File: src/rtl/lcd_pkg.sv
// Shared LCD definitions: frame-writer state encoding and the default fill byte.
// Also used by the LCD controller.
package lcd_pkg;

    typedef enum logic [1:0] {
        SNAP = 2'd0,
        ROW  = 2'd1,
        CHAR = 2'd2,
        HOME = 2'd3
    } lcd_state_e;

    // Written in place of a 8'h00 byte in the frame (ASCII space).
    localparam logic [7:0] LCD_FILL_CHAR = 8'h20;

endpackage

File: src/rtl/lcd_frame_writer_if.sv
// Command bus between the frame writer (master) and the LCD controller (slave).
// The controller lowers ready while it executes a command.
interface lcd_frame_writer_if;
    logic       ready;
    logic [7:0] char;
    logic       write_char;
    logic       set_row;
    logic [1:0] row_sel;
    logic       home;
    logic       frame_done;

    modport master (
        input  ready,
        output char, write_char, set_row, row_sel, home, frame_done
    );

    modport slave (
        output ready,
        input  char, write_char, set_row, row_sel, home, frame_done
    );
endinterface

File: src/rtl/lcd_char_sel.sv
// Combinational byte pick from the frame snapshot at (row, col).
// A null byte is replaced by FILL_CHAR so that blank cells show as spaces.
module lcd_char_sel #(
    parameter int         COLS      = 16,
    parameter int         ROWS      = 2,
    parameter int         CW        = 4,
    parameter int         RW        = 1,
    parameter logic [7:0] FILL_CHAR = 8'h20
) (
    input  logic [ROWS*COLS*8-1:0] snap,
    input  logic [RW-1:0]          row,
    input  logic [CW-1:0]          col,
    output logic [7:0]             ch
);

    logic [7:0] raw;

    // Byte (r,c) sits at index r*COLS+c; byte 0 is row 0 col 0.
    always_comb begin
        raw = snap[(int'(row) * COLS + int'(col)) * 8 +: 8];
        ch  = (raw == 8'h00) ? FILL_CHAR : raw;
    end

endmodule

File: src/rtl/lcd_frame_writer.sv
// Streams a ROWS x COLS character frame to the LCD controller: per row a
// set-cursor command then COLS character writes, one home command per frame.
// Optional LCD_FRAME_DIRTY_SKIP_EN: rows unchanged since their last write
// are skipped (no set_row, no chars); home is still issued every frame.
module lcd_frame_writer
    import lcd_pkg::*;
#(
    parameter int         COLS      = 16,
    parameter int         ROWS      = 2,
    parameter logic [7:0] FILL_CHAR = LCD_FILL_CHAR
) (
    input  logic                   clk,
    input  logic                   rst,
    input  logic [ROWS*COLS*8-1:0] frame,
    lcd_frame_writer_if.master     lcd
);

    localparam int CW = (COLS > 1) ? $clog2(COLS) : 1;
    localparam int RW = (ROWS > 1) ? $clog2(ROWS) : 1;
    localparam logic [CW-1:0] COL_LAST = CW'(COLS - 1);
    localparam logic [RW-1:0] ROW_LAST = RW'(ROWS - 1);

    lcd_state_e             state;
    logic [RW-1:0]          row;
    logic [CW-1:0]          col;
    logic [ROWS*COLS*8-1:0] snap;
    logic [7:0]             sel_char;

    logic [7:0] char_q;
    logic       write_char_q, set_row_q, home_q, frame_done_q;
    logic [1:0] row_sel_q;

    logic busy, go, row_clean;

    // A strobe stays up until the controller shows ready=0; a new command
    // may only start once every strobe is low and ready is back.
    assign busy = write_char_q | set_row_q | home_q;
    assign go   = lcd.ready & ~busy;

    lcd_char_sel #(
        .COLS(COLS), .ROWS(ROWS), .CW(CW), .RW(RW), .FILL_CHAR(FILL_CHAR)
    ) u_char_sel (
        .snap(snap), .row(row), .col(col), .ch(sel_char)
    );

`ifdef LCD_FRAME_DIRTY_SKIP_EN
    logic [ROWS-1:0][COLS*8-1:0] shadow;
    logic [ROWS-1:0]             shadow_vld;

    assign row_clean = shadow_vld[row] &&
                       (shadow[row] == snap[int'(row) * COLS * 8 +: COLS * 8]);
`else
    assign row_clean = 1'b0;
`endif

    // Command sequencer: snapshot, rows of set_row + chars, then home.
    always_ff @(posedge clk) begin
        if (rst) begin
            state        <= SNAP;
            row          <= '0;
            col          <= '0;
            char_q       <= '0;
            write_char_q <= 1'b0;
            set_row_q    <= 1'b0;
            row_sel_q    <= '0;
            home_q       <= 1'b0;
            frame_done_q <= 1'b0;
`ifdef LCD_FRAME_DIRTY_SKIP_EN
            shadow_vld   <= '0;
`endif
        end else begin
            frame_done_q <= 1'b0;
            if (busy && !lcd.ready) begin
                write_char_q <= 1'b0;
                set_row_q    <= 1'b0;
                home_q       <= 1'b0;
            end
            case (state)
                SNAP: begin
                    snap  <= frame;
                    row   <= '0;
                    col   <= '0;
                    state <= ROW;
                end
                ROW: begin
                    if (row_clean) begin
                        // Unchanged row: move on without touching the LCD.
                        if (row == ROW_LAST) state <= HOME;
                        else                 row   <= row + RW'(1);
                    end else if (go) begin
                        set_row_q <= 1'b1;
                        row_sel_q <= 2'(row);
                        col       <= '0;
                        state     <= CHAR;
                    end
                end
                CHAR: begin
                    if (go) begin
                        char_q       <= sel_char;
                        write_char_q <= 1'b1;
                        if (col == COL_LAST) begin
                            col <= '0;
`ifdef LCD_FRAME_DIRTY_SKIP_EN
                            shadow[row]     <= snap[int'(row) * COLS * 8 +: COLS * 8];
                            shadow_vld[row] <= 1'b1;
`endif
                            if (row == ROW_LAST) begin
                                state <= HOME;
                            end else begin
                                row   <= row + RW'(1);
                                state <= ROW;
                            end
                        end else begin
                            col <= col + CW'(1);
                        end
                    end
                end
                HOME: begin
                    if (go) begin
                        home_q       <= 1'b1;
                        frame_done_q <= 1'b1;
                        state        <= SNAP;
                    end
                end
                default: state <= SNAP;
            endcase
        end
    end

    assign lcd.char       = char_q;
    assign lcd.write_char = write_char_q;
    assign lcd.set_row    = set_row_q;
    assign lcd.row_sel    = row_sel_q;
    assign lcd.home       = home_q;
    assign lcd.frame_done = frame_done_q;

endmodule

File: src/flat_wrapper.sv
// flat-port wrapper written by rule: the top's interface ports become plain ports
module lcd_frame_writer_flat import lcd_pkg::*;
#(
    parameter int         COLS      = 16,
    parameter int         ROWS      = 2,
    parameter logic [7:0] FILL_CHAR = LCD_FILL_CHAR
)
  (clk, rst, frame, lcd_ready, lcd_char, lcd_write_char, lcd_set_row, lcd_row_sel, lcd_home, lcd_frame_done);
  lcd_frame_writer_if lcd_i ();
  input  logic clk;
  input  logic rst;
  input  logic [ROWS*COLS*8-1:0] frame;
  input wire logic [$bits(lcd_i.ready)-1:0] lcd_ready;
  output wire logic [$bits(lcd_i.char)-1:0] lcd_char;
  output wire logic [$bits(lcd_i.write_char)-1:0] lcd_write_char;
  output wire logic [$bits(lcd_i.set_row)-1:0] lcd_set_row;
  output wire logic [$bits(lcd_i.row_sel)-1:0] lcd_row_sel;
  output wire logic [$bits(lcd_i.home)-1:0] lcd_home;
  output wire logic [$bits(lcd_i.frame_done)-1:0] lcd_frame_done;
  assign lcd_i.ready = lcd_ready;
  assign lcd_char = lcd_i.char;
  assign lcd_write_char = lcd_i.write_char;
  assign lcd_set_row = lcd_i.set_row;
  assign lcd_row_sel = lcd_i.row_sel;
  assign lcd_home = lcd_i.home;
  assign lcd_frame_done = lcd_i.frame_done;
  lcd_frame_writer #(.COLS(COLS), .ROWS(ROWS), .FILL_CHAR(FILL_CHAR)) u_core (.clk(clk), .rst(rst), .frame(frame), .lcd(lcd_i));
endmodule
File: config.mk
export PLATFORM = sky130hd
export DESIGN_NAME = lcd_frame_writer_flat
export DESIGN_NICKNAME = d
export VERILOG_FILES = /design/src/rtl/lcd_pkg.sv /design/src/rtl/lcd_frame_writer_if.sv /design/src/rtl/lcd_char_sel.sv /design/src/rtl/lcd_frame_writer.sv /design/src/flat_wrapper.sv
export SDC_FILE = /design/constraint.sdc
export NUM_CORES = 1
export LEC_CHECK = 0
export BUFFER_PORTS_ARGS = -buffer_cell sky130_fd_sc_hd__buf_2
export CORE_MARGIN = 5
export CORE_UTILIZATION = 48
export DETAILED_ROUTE_END_ITERATION = 8
export PLACE_DENSITY = 0.78
export REMOVE_ABC_BUFFERS = 1
export SLEW_MARGIN = 20
export SYNTH_ARGS = -nofsm -noshare
export SYNTH_HDL_FRONTEND = slang
export SYNTH_SLANG_ARGS = --single-unit
File: constraint.sdc
create_clock -name clk -period 18.85 [get_ports clk]
set_input_delay 0.9425 -clock clk [delete_from_list [all_inputs] [get_ports clk]]
set_output_delay 0.9425 -clock clk [all_outputs]
set_load 0.005 [all_outputs]
==> results of run 1 <==
## critical path, cell delays in order, from the launching register on
cell and delay [ns]:
dfxtp_2 0.97, and2_1 0.96, a211oi_1 0.23, o41ai_1 0.42
nand3_1 0.19, nor4_1 0.29, a21o_1 0.14
## layer usage
| layer | GRT usage (%) | part of all wire [%] | vias up |
|---|---|---|---|
| li1 | - | - | 2804 |
| met1 | 23.7 | 40 | 2986 |
| met2 | 31.0 | 51 | 254 |
| met3 | 3.99 | 7.1 | 39 |
| met4 | 4.77 | 2.4 | 0 |
| met5 | 0 | 0 | - |
## sequential cells by signal (all words and copies together), names as in the netlist
| name | cells |
|---|---|
| u_core.lcd.set_row | 1 |
| u_core.lcd.row_sel | 1 |
| u_core.lcd.home | 1 |
| u_core.row | 1 |
| u_core.snap | 256 |
| u_core.lcd.write_char | 1 |
| u_core.lcd.char | 8 |
| u_core.col | 4 |
| u_core.lcd.frame_done | 1 |
| u_core.state | 2 |
## metrics by stage
step,power (mW),setup TNS (ns),std cells,setup WS (ns)
2_1_floorplan,0.806,-124.26,517,-0.485
3_3_place_gp,0.821,0,1074,15.55
3_5_place_dp,0.824,0,1074,15.46
4_1_cts,1.39,0,1126,15.43
5_1_grt,1.43,0,1129,15.22
6_report,1.38,0,1129,15.55
## cell type report
cell class	instances	area share (%)
clock buffers	33	5.60
clock inverters	19	1.63
diodes	3	0.0568
multi-input cells	240	18.2
repair buffers	277	10.6
well taps	280	2.65
inverters	1	0.0284
flip-flops and latches	276	61.2
## report_power, final
group | internal (mW) | switching (mW) | leakage, nW
combinational | 0.0361 | 0.0410 | 1.72
sequential | 0.721 | 0.0118 | 2.58
clock | 0.348 | 0.219 | 0.461
total | 1.10 | 0.272 | 4.76
## worst paths after layout
kind,to,slack (ns),cells after the start
worst max-delay path,u_core.lcd.char[5],15.55,6
worst min-delay path,u_core.lcd.row_sel[0],0.49,2
worst max register to register,u_core.lcd.char[5],15.55,6
worst min register to register,u_core.lcd.row_sel[0],0.49,2
## kinds of logic (layout without fill, tap and decap cells)
group / count (synthesis) / in the layout / share of synthesized area, %
AO/OA/AOI/OAI: 80 / 80 / 5.52
XOR/XNOR: 1 / 1 / 0.0818
adder cells (fa/ha/maj): 2 / 2 / 0.222
buffers and inverters: 34 / 330 / 2.18
flip-flops: 276 / 276 / 75.5
multiplexers: 82 / 82 / 12.9
other: 1 / 4 / 0.0350
AND/OR/NAND/NOR: 74 / 74 / 3.61
## cell usage after synthesis
cell / count / area [um2]
nand3_1: 6 / 30.0
maj3_2: 1 / 11.3
nor4b_1: 1 / 8.76
a21oi_1: 9 / 45.0
inv_2: 1 / 3.75
nand2b_1: 3 / 18.8
mux4_2: 44 / 991
edfxtp_1: 256 / 7690
mux2i_1: 33 / 330
nand3b_1: 1 / 7.51
nor4_1: 4 / 25.0
xnor2_1: 1 / 8.76
a211oi_2: 4 / 50.1
a21o_1: 1 / 7.51
nand2_1: 8 / 30.0
and2_1: 1 / 6.26
ha_1: 1 / 12.5
dfxtp_1: 20 / 400
buf_2: 12 / 60.1
buf_6: 8 / 90.1
nor2b_1: 21 / 131
a211oi_1: 37 / 278
nor2_1: 22 / 82.6
buf_12: 1 / 20.0
clkbuf_1: 8 / 30.0
a31oi_1: 1 / 6.26
a22oi_1: 11 / 82.6
a2111o_1: 1 / 11.3
o41ai_1: 5 / 43.8
o22ai_1: 3 / 18.8
nor3b_1: 2 / 15.0
o21ai_0: 5 / 25.0
nor3_1: 3 / 15.0
o31a_1: 1 / 8.76
o21bai_1: 2 / 15.0
mux2_2: 5 / 56.3
buf_4: 4 / 30.0
or2_2: 1 / 6.26
or4b_1: 1 / 10.0
conb_1: 1 / 3.75
==> metrics.csv, run 1 <==
metric,value,unit
gr-total-overflow,0,
ir_drop,108,uV
slew_violations,0,
final_cell_mix,"buf_2 (271), edfxtp_1 (256), mux4_2 (44)",
fin_worst_skew,0.00959,ns
gp_congestion,0.793,
drt_iter0_drc,393,
cts_buffers,28,
clk_latency,0.52,ns
ys_ff_latch,276,
drtPass1Iterations,5,
regArea,8090,um2
dieArea,25400,um2
crit_arrival,3.77,ns
drc_errors,0,
yosys_warnings,0,
yosysSeqAreaShare,75.5,%
start_util,48.9,%
antenna_found_initial,3,
nets,1084,
dp_hpwl,16.3,mm
grt_pass1_wl,36.2,mm
finalSetupViolations,0,
root_buffer,clkbuf_16,
dr_total_vias,6083,
crit_start,u_core.col[2],
wire_per_inst,21.0,um
max_freq,303,MHz
hp-class,reg -> reg,
cts_hold_buffers,0,
clkTransAtPathRegs,0.06,ns
leakagePower,4.76,nW
area_growth,23.4,%
io_buffer_count,271,
grt_setup_unrepaired,false,
cts.repair.resized,0,
min_period,3.30,ns
hold_viol,0,
crit_required,19.32,ns
status,"finished, final reports clean",
chipHeight,159,um
fp.coreArea,21900,um2
design_area,13200,um2
ant_nets,0,
max_cap_viol_count,0,
utilization,60.4,%
r2r_start,u_core.col[2],
start_kind,flip-flop,
synth_area,10700,um2
cp_max_fo,34,
grt_usage,18.1,%
tightestPinTransition,1.09,ns
place_area,12300,um2
whs,0.489,ns
syn_avg_cell_area,19.5,um2
syn_inst,550,
slew_headroom,27.3,%
drive_gt1_share,44.8,%
viasPerCell,5.39,
min_from,u_core.lcd.row_sel[0],
fp-row-count,54,
clock_sinks,276,
cts_setup_buffers,0,
top_level_ports,273,
dieWidth,159,um
fill_cells,1644,
synth_cell_type_count,40,
grt_pass1_vias,6491,
cts_tree,yes,
fin_crit_sh,17.5,%
grt_max_degree,90,
cp-end-kind,flip-flop,
final_common_cell,buf_2,
p_per_area,104,nW/um2
multi_input_area,2400,um2
clock_path_buffers,3,
drt_wl_total,23.7,mm
htreeDepth,1,
critPathKind,reg -> reg,
Note: power is estimated with default switching activity, not from simulation.
==> run 2: changes to the inputs <==
ABC_AREA = 1   (was not set)
CORE_UTILIZATION = 50   (was 48)
clock period = 3.4 ns   (was 18.85 ns; I/O delays follow)
==> run 2 against run 1 <==
  * Setup slack got worse by 14 ns
  * Hold slack worse by 0.16 ns
  * Register-to-register slack got worse by 14 ns
  * Die area decreased by 0.47%
  * Routed wire length grew 52%
  * Clock-buffer cell count grew 7
  * Clock skew is 0.013 ns higher
  * Combinational power grew to 37 times the previous value
  * Critical path type unchanged
  * Largest power group unchanged
==> metrics.csv, run 2 <==
metric,value,unit
cts_hold_buffers,258,
cts_tree,yes,
gp_congestion,0.837,
pre_cts_slack,1.18,ns
antenna_found_initial,0,
synth_commonest_cells,"nand2_1 (349), edfxtp_1 (256), nand3_1 (210)",
start_kind,flip-flop,
p_sw,3.42,mW
tightestPinTransition,0.926,ns
yosysTopAreaCell,edfxtp_1,
leakagePower,6.65,nW
finalPower,10.6,mW
p_per_area,658,nW/um2
grt_setup_unrepaired,false,
ys_ff_latch,276,
whs,0.333,ns
hold_depth,2,
place_inst,1466,
utilization,74.0,%
fin_worst_skew,0.0230,ns
grt_usage,27.4,%
critPathKind,reg -> reg,
start_util,50.9,%
status,"finished, final reports clean",
chipHeight,159,um
synth_area,11100,um2
cts_setup_buffers,0,
place_area,12700,um2
fin_crit_sh,66.4,%
regMostFlops,u_core.snap,
fp.coreArea,21800,um2
cts.repair.resized,0,
gr-total-overflow,0,
crit_required,3.82,ns
ant_nets,0,
cts_buffers,29,
sw_frac_of_total,32.2,%
top_level_ports,273,
ir_drop,577,uV
area_growth,45.4,%
crit_arrival,2.67,ns
dr_total_vias,9554,
synth.area.top_cells,"edfxtp_1 (69%), nand2_1 (12%), nand3_1 (9.5%)",
design_area,16100,um2
synth_top_flop_cell,edfxtp_1,
drt_iter0_drc,864,
cp_max_fo,47,
cp-end-kind,flip-flop,
clk_latency,0.55,ns
hp-class,in -> reg,
syn_inst,954,
largest_register_ffs,256,
syn_avg_cell_area,11.6,um2
synth_edf_count,256,
min_period,2.26,ns
p_int,7.21,mW
fin_ws,1.14,ns
root_buffer,clkbuf_16,
grt_pass1_wl,54.8,mm
clock_sinks,276,
power_frac_comb,26.9,%
p_clk_share,27.8,%
reg2reg_depth,13,
drive_gt1_share,22.6,%
hold_viol,0,
pwr-share-seq,45.4,%
synth_most_common_cell,nand2_1,
fp-row-count,54,
wire_per_inst,20.3,um
grt_pass1_vias,9808,
final_cell_mix,"nand2_1 (349), buf_2 (271), dlygate4sd3_1 (258)",
grt_max_degree,132,
max_cap_viol_count,0,
yosys_warnings,0,
clkTransAtPathRegs,0.06,ns
synth_top_area_share,69.2,%
io_buffer_count,271,
slew_headroom,38.0,%
finalNonFillerCells,1778,
max_freq,443,MHz
dp_hpwl,18.4,mm
viasPerCell,5.37,
yosysSeqAreaShare,72.8,%
finalSetupViolations,0,
drtPass1Iterations,5,
drc_errors,0,
nets,1735,
dieWidth,159,um
clock_path_buffers,3,
fill_cells,1382,
synth_cell_type_count,25,
setup_tns,0,ns
slew_violations,0,
drt_wl_total,36.1,mm
dieArea,25300,um2
htreeDepth,1,
async_flop_share,0,%
final_common_cell,nand2_1,
-- run 2: kinds of logic after synthesis --
kind of cell	after synthesis	synth area share [%]
xor+xnor	1	0.0789
buf+inv	70	3.62
compound gates	30	1.43
other cells	1	0.0338
simple gates	575	21.9
flops	276	72.8
fa+ha+maj	1	0.113
-- run 2: critical path, stage by stage (launching register included) --
cell and delay (ns):
dfxtp_4 0.36, inv_4 0.40, buf_4 0.42, nand2_1 0.13, nand3_1 0.10, nand3_1 0.10
nand2_1 0.15, nand2_1 0.07, nand3_1 0.08, nand2_1 0.08, nand2_1 0.06, nor2_1 0.04
nand2_1 0.05, a21oi_1 0.05
-- run 2: power by group through the flow --
stage	clock, mW	combinational [mW]	sequential, mW
3_5_place_dp	0	2.57	4.85
6_report	2.95	2.86	4.82
4_1_cts	2.94	2.81	4.78
5_1_grt	3.15	3.16	4.86
2_1_floorplan	0	1.31	4.77
3_3_place_gp	0	2.52	4.82
-- run 2: worst paths after layout --
check | startpoint | endpoint | slack (ns)
max | u_core.col[0] | u_core.lcd.char[5] | 1.14
min | frame[90] | u_core.snap[90] | 0.33
max reg2reg | u_core.col[0] | u_core.lcd.char[5] | 1.14
min reg2reg | u_core.lcd.char[4] | u_core.lcd.char[4] | 0.46
-- run 2: layout make-up --
class                   count  area [um2]  area share (%)
diodes                      1        2.50          0.0155
clock buffers              40         807            5.00
clock inverters            13        68.8           0.426
inverters                  14        55.1           0.341
multi-input cells         608        2620            16.2
flip-flops and latches    276        8090            50.1
well taps                 280         350            2.17
repair buffers            546        4140            25.7
-- run 2: routing by layer --
layer	global-route usage [%]	vias up	wire length [um]
li1	-	4383	-
met1	33.0	4521	13100
met2	47.8	534	18500
met3	5.23	116	2650
met4	12.5	0	1820
met5	0	-	0
==> run 3: changes to the inputs <==
CORE_UTILIZATION = 48   (was 50)
clock period = 2.03 ns   (was 3.4 ns; I/O delays follow)
==> run 3 against run 2 <==
  * Register-to-register slack worse by 0.97 ns
  * Sequential power is 68% higher
  * Clock power is 65% higher
  * Power is 69% higher
  * Combinational power is 74% higher
  * Maximum frequency is 22% higher
  * Clock skew is 0.015 ns lower
  * Clock-buffer cell count is 8 lower
  * Global-route usage is 0.71 points higher
  * Critical path type unchanged
  * Critical endpoint unchanged
  * Largest cell class unchanged
  * Largest power group unchanged
==> metrics.csv, run 3 (synthesized netlist as in run 2, its figures left out) <==
metric,value,unit
grt_max_degree,75,
dieArea,26300,um2
regMostFlops,u_core.snap,
ir_drop,893,uV
dieWidth,162,um
gr-total-overflow,0,
crit_path_top_delay_cell,dfxtp_4,
antenna_found_initial,6,
pre_cts_slack,0.180,ns
top_level_ports,273,
grt_pass1_vias,10200,
hold_viol,0,
crit_path_frequent_cell,nand2_1,
drt_iter0_drc,1046,
area_growth,47.1,%
drc_errors,0,
slew_violations,0,
finalSetupViolations,0,
power_frac_comb,27.7,%
clkTransAtPathRegs,0.06,ns
max_freq,540,MHz
finalPower,18.0,mW
dp_hpwl,19.6,mm
pwr-share-seq,45.1,%
clk_latency,0.53,ns
nets,1747,
crit_arrival,2.26,ns
min_period,1.85,ns
utilization,71.9,%
max_stage_delay,0.38,ns
grt_usage,28.1,%
cp_cell_sequence,inv_4 -> buf_4 -> nand2_1 -> nand3_1 -> nand3_1 -> nand2_1 -> nand2_1 -> nand3_1 -> nand2_1 -> nand2_1 -> nor2_1 -> nand2_1 -> a21oi_1,
fin_ws,0.177,ns
drive_gt1_share,22.9,%
clock_sinks,276,
sw_frac_of_total,31.7,%
drtPass1Iterations,6,
fin_worst_skew,0.00787,ns
final_cell_mix,"nand2_1 (349), buf_2 (271), dlygate4sd3_1 (259)",
ant_nets,0,
cts_buffers,27,
max_cap_viol_count,0,
critPathKind,reg -> reg,
cp-end-kind,flip-flop,
whs,0.280,ns
fin_crit_sh,91.3,%
hp-class,in -> reg,
p_sw,5.69,mW
grt_pass1_wl,57.0,mm
wire_per_inst,21.1,um
drt_wl_total,37.9,mm
leakagePower,6.75,nW
clock_path_buffers,3,
grt_setup_unrepaired,false,
htreeDepth,1,
p_clk_share,27.2,%
p_per_area,1100,nW/um2
start_kind,flip-flop,
chipHeight,162,um
start_util,48.9,%
status,"finished, final reports clean",
p_int,12.3,mW
largest_register_ffs,256,
gp_congestion,0.828,
dr_total_vias,9714,
fp.coreArea,22700,um2
cp_max_fo,21,
crit_required,2.44,ns
cts_tree,yes,
viasPerCell,5.41,
final_common_cell,nand2_1,
fp-row-count,55,
io_buffer_count,271,
root_buffer,clkbuf_16,
==> run 3: cell type report <==
| type | count | area [um2] |
|---|---|---|
| Fill cell | 1424 | 6370 |
| Tap cell | 285 | 357 |
| Timing Repair Buffer | 560 | 4350 |
| Antenna cell | 6 | 15.0 |
| Clock buffer | 32 | 694 |
| Clock inverter | 16 | 145 |
| Multi-Input combinational cell | 608 | 2620 |
| Sequential cell | 276 | 8090 |
| Inverter | 14 | 55.1 |
==> run 3: per-stage QoR <==
| step | cell area (um2) | cells | TNS (ns) |
|---|---|---|---|
| floorplan | 10800 | 898 | -2583.08 |
| global placement | 12900 | 1483 | 0 |
| detailed placement | 12900 | 1483 | 0 |
| global route | 16300 | 1797 | 0 |
| CTS | 16300 | 1790 | 0 |
| finish | 16300 | 1797 | 0 |
==> run 3: what timing repair did <==
item                                    CTS  global route
endpoints found under the setup margin    0             1
endpoints found under the hold margin   266             0
hold buffers                            259             0
gates resized for setup                   0             0
setup buffers                             0             0
==> run 3: worst paths after layout <==
check / startpoint / end / slack (ns) / depth (start not counted)
worst min-delay path: frame[93] / u_core.snap[93] / 0.28 / 2
worst max-delay path: u_core.col[0] / u_core.lcd.char[5] / 0.18 / 13
worst min register to register: u_core.lcd.char[4] / u_core.lcd.char[4] / 0.47 / 2
worst max register to register: u_core.col[0] / u_core.lcd.char[5] / 0.18 / 13
==> run 3: worst max-delay path: cells and delay by family (launching register included) <==
family / cells / cell delay, ns
DFF: 1 / 0.38
and+or+nand+nor: 10 / 0.81
AOI/OAI and AO/OA: 1 / 0.05
buffers and inverters: 2 / 0.49
==> run 3: per-layer routing <==
metal  global-route usage [%]  part of all wire, %  wire (um)
met1                     33.3                   35      13300
met2                     50.4                   52      19700
met3                     4.92                  8.2       3100
met4                     12.2                  4.6       1720
met5                        0                    0          0
==> run 3: power by group through the flow <==
| stage | Sequential, mW | Combinational (mW) | Clock [mW] |
|---|---|---|---|
| floorplan | 7.50 | 2.00 | 0 |
| global placement | 8.11 | 4.22 | 0 |
| detailed placement | 8.14 | 4.37 | 0 |
| CTS | 8.03 | 4.79 | 4.87 |
| global route | 8.16 | 5.51 | 5.17 |
| finish | 8.10 | 4.98 | 4.88 |
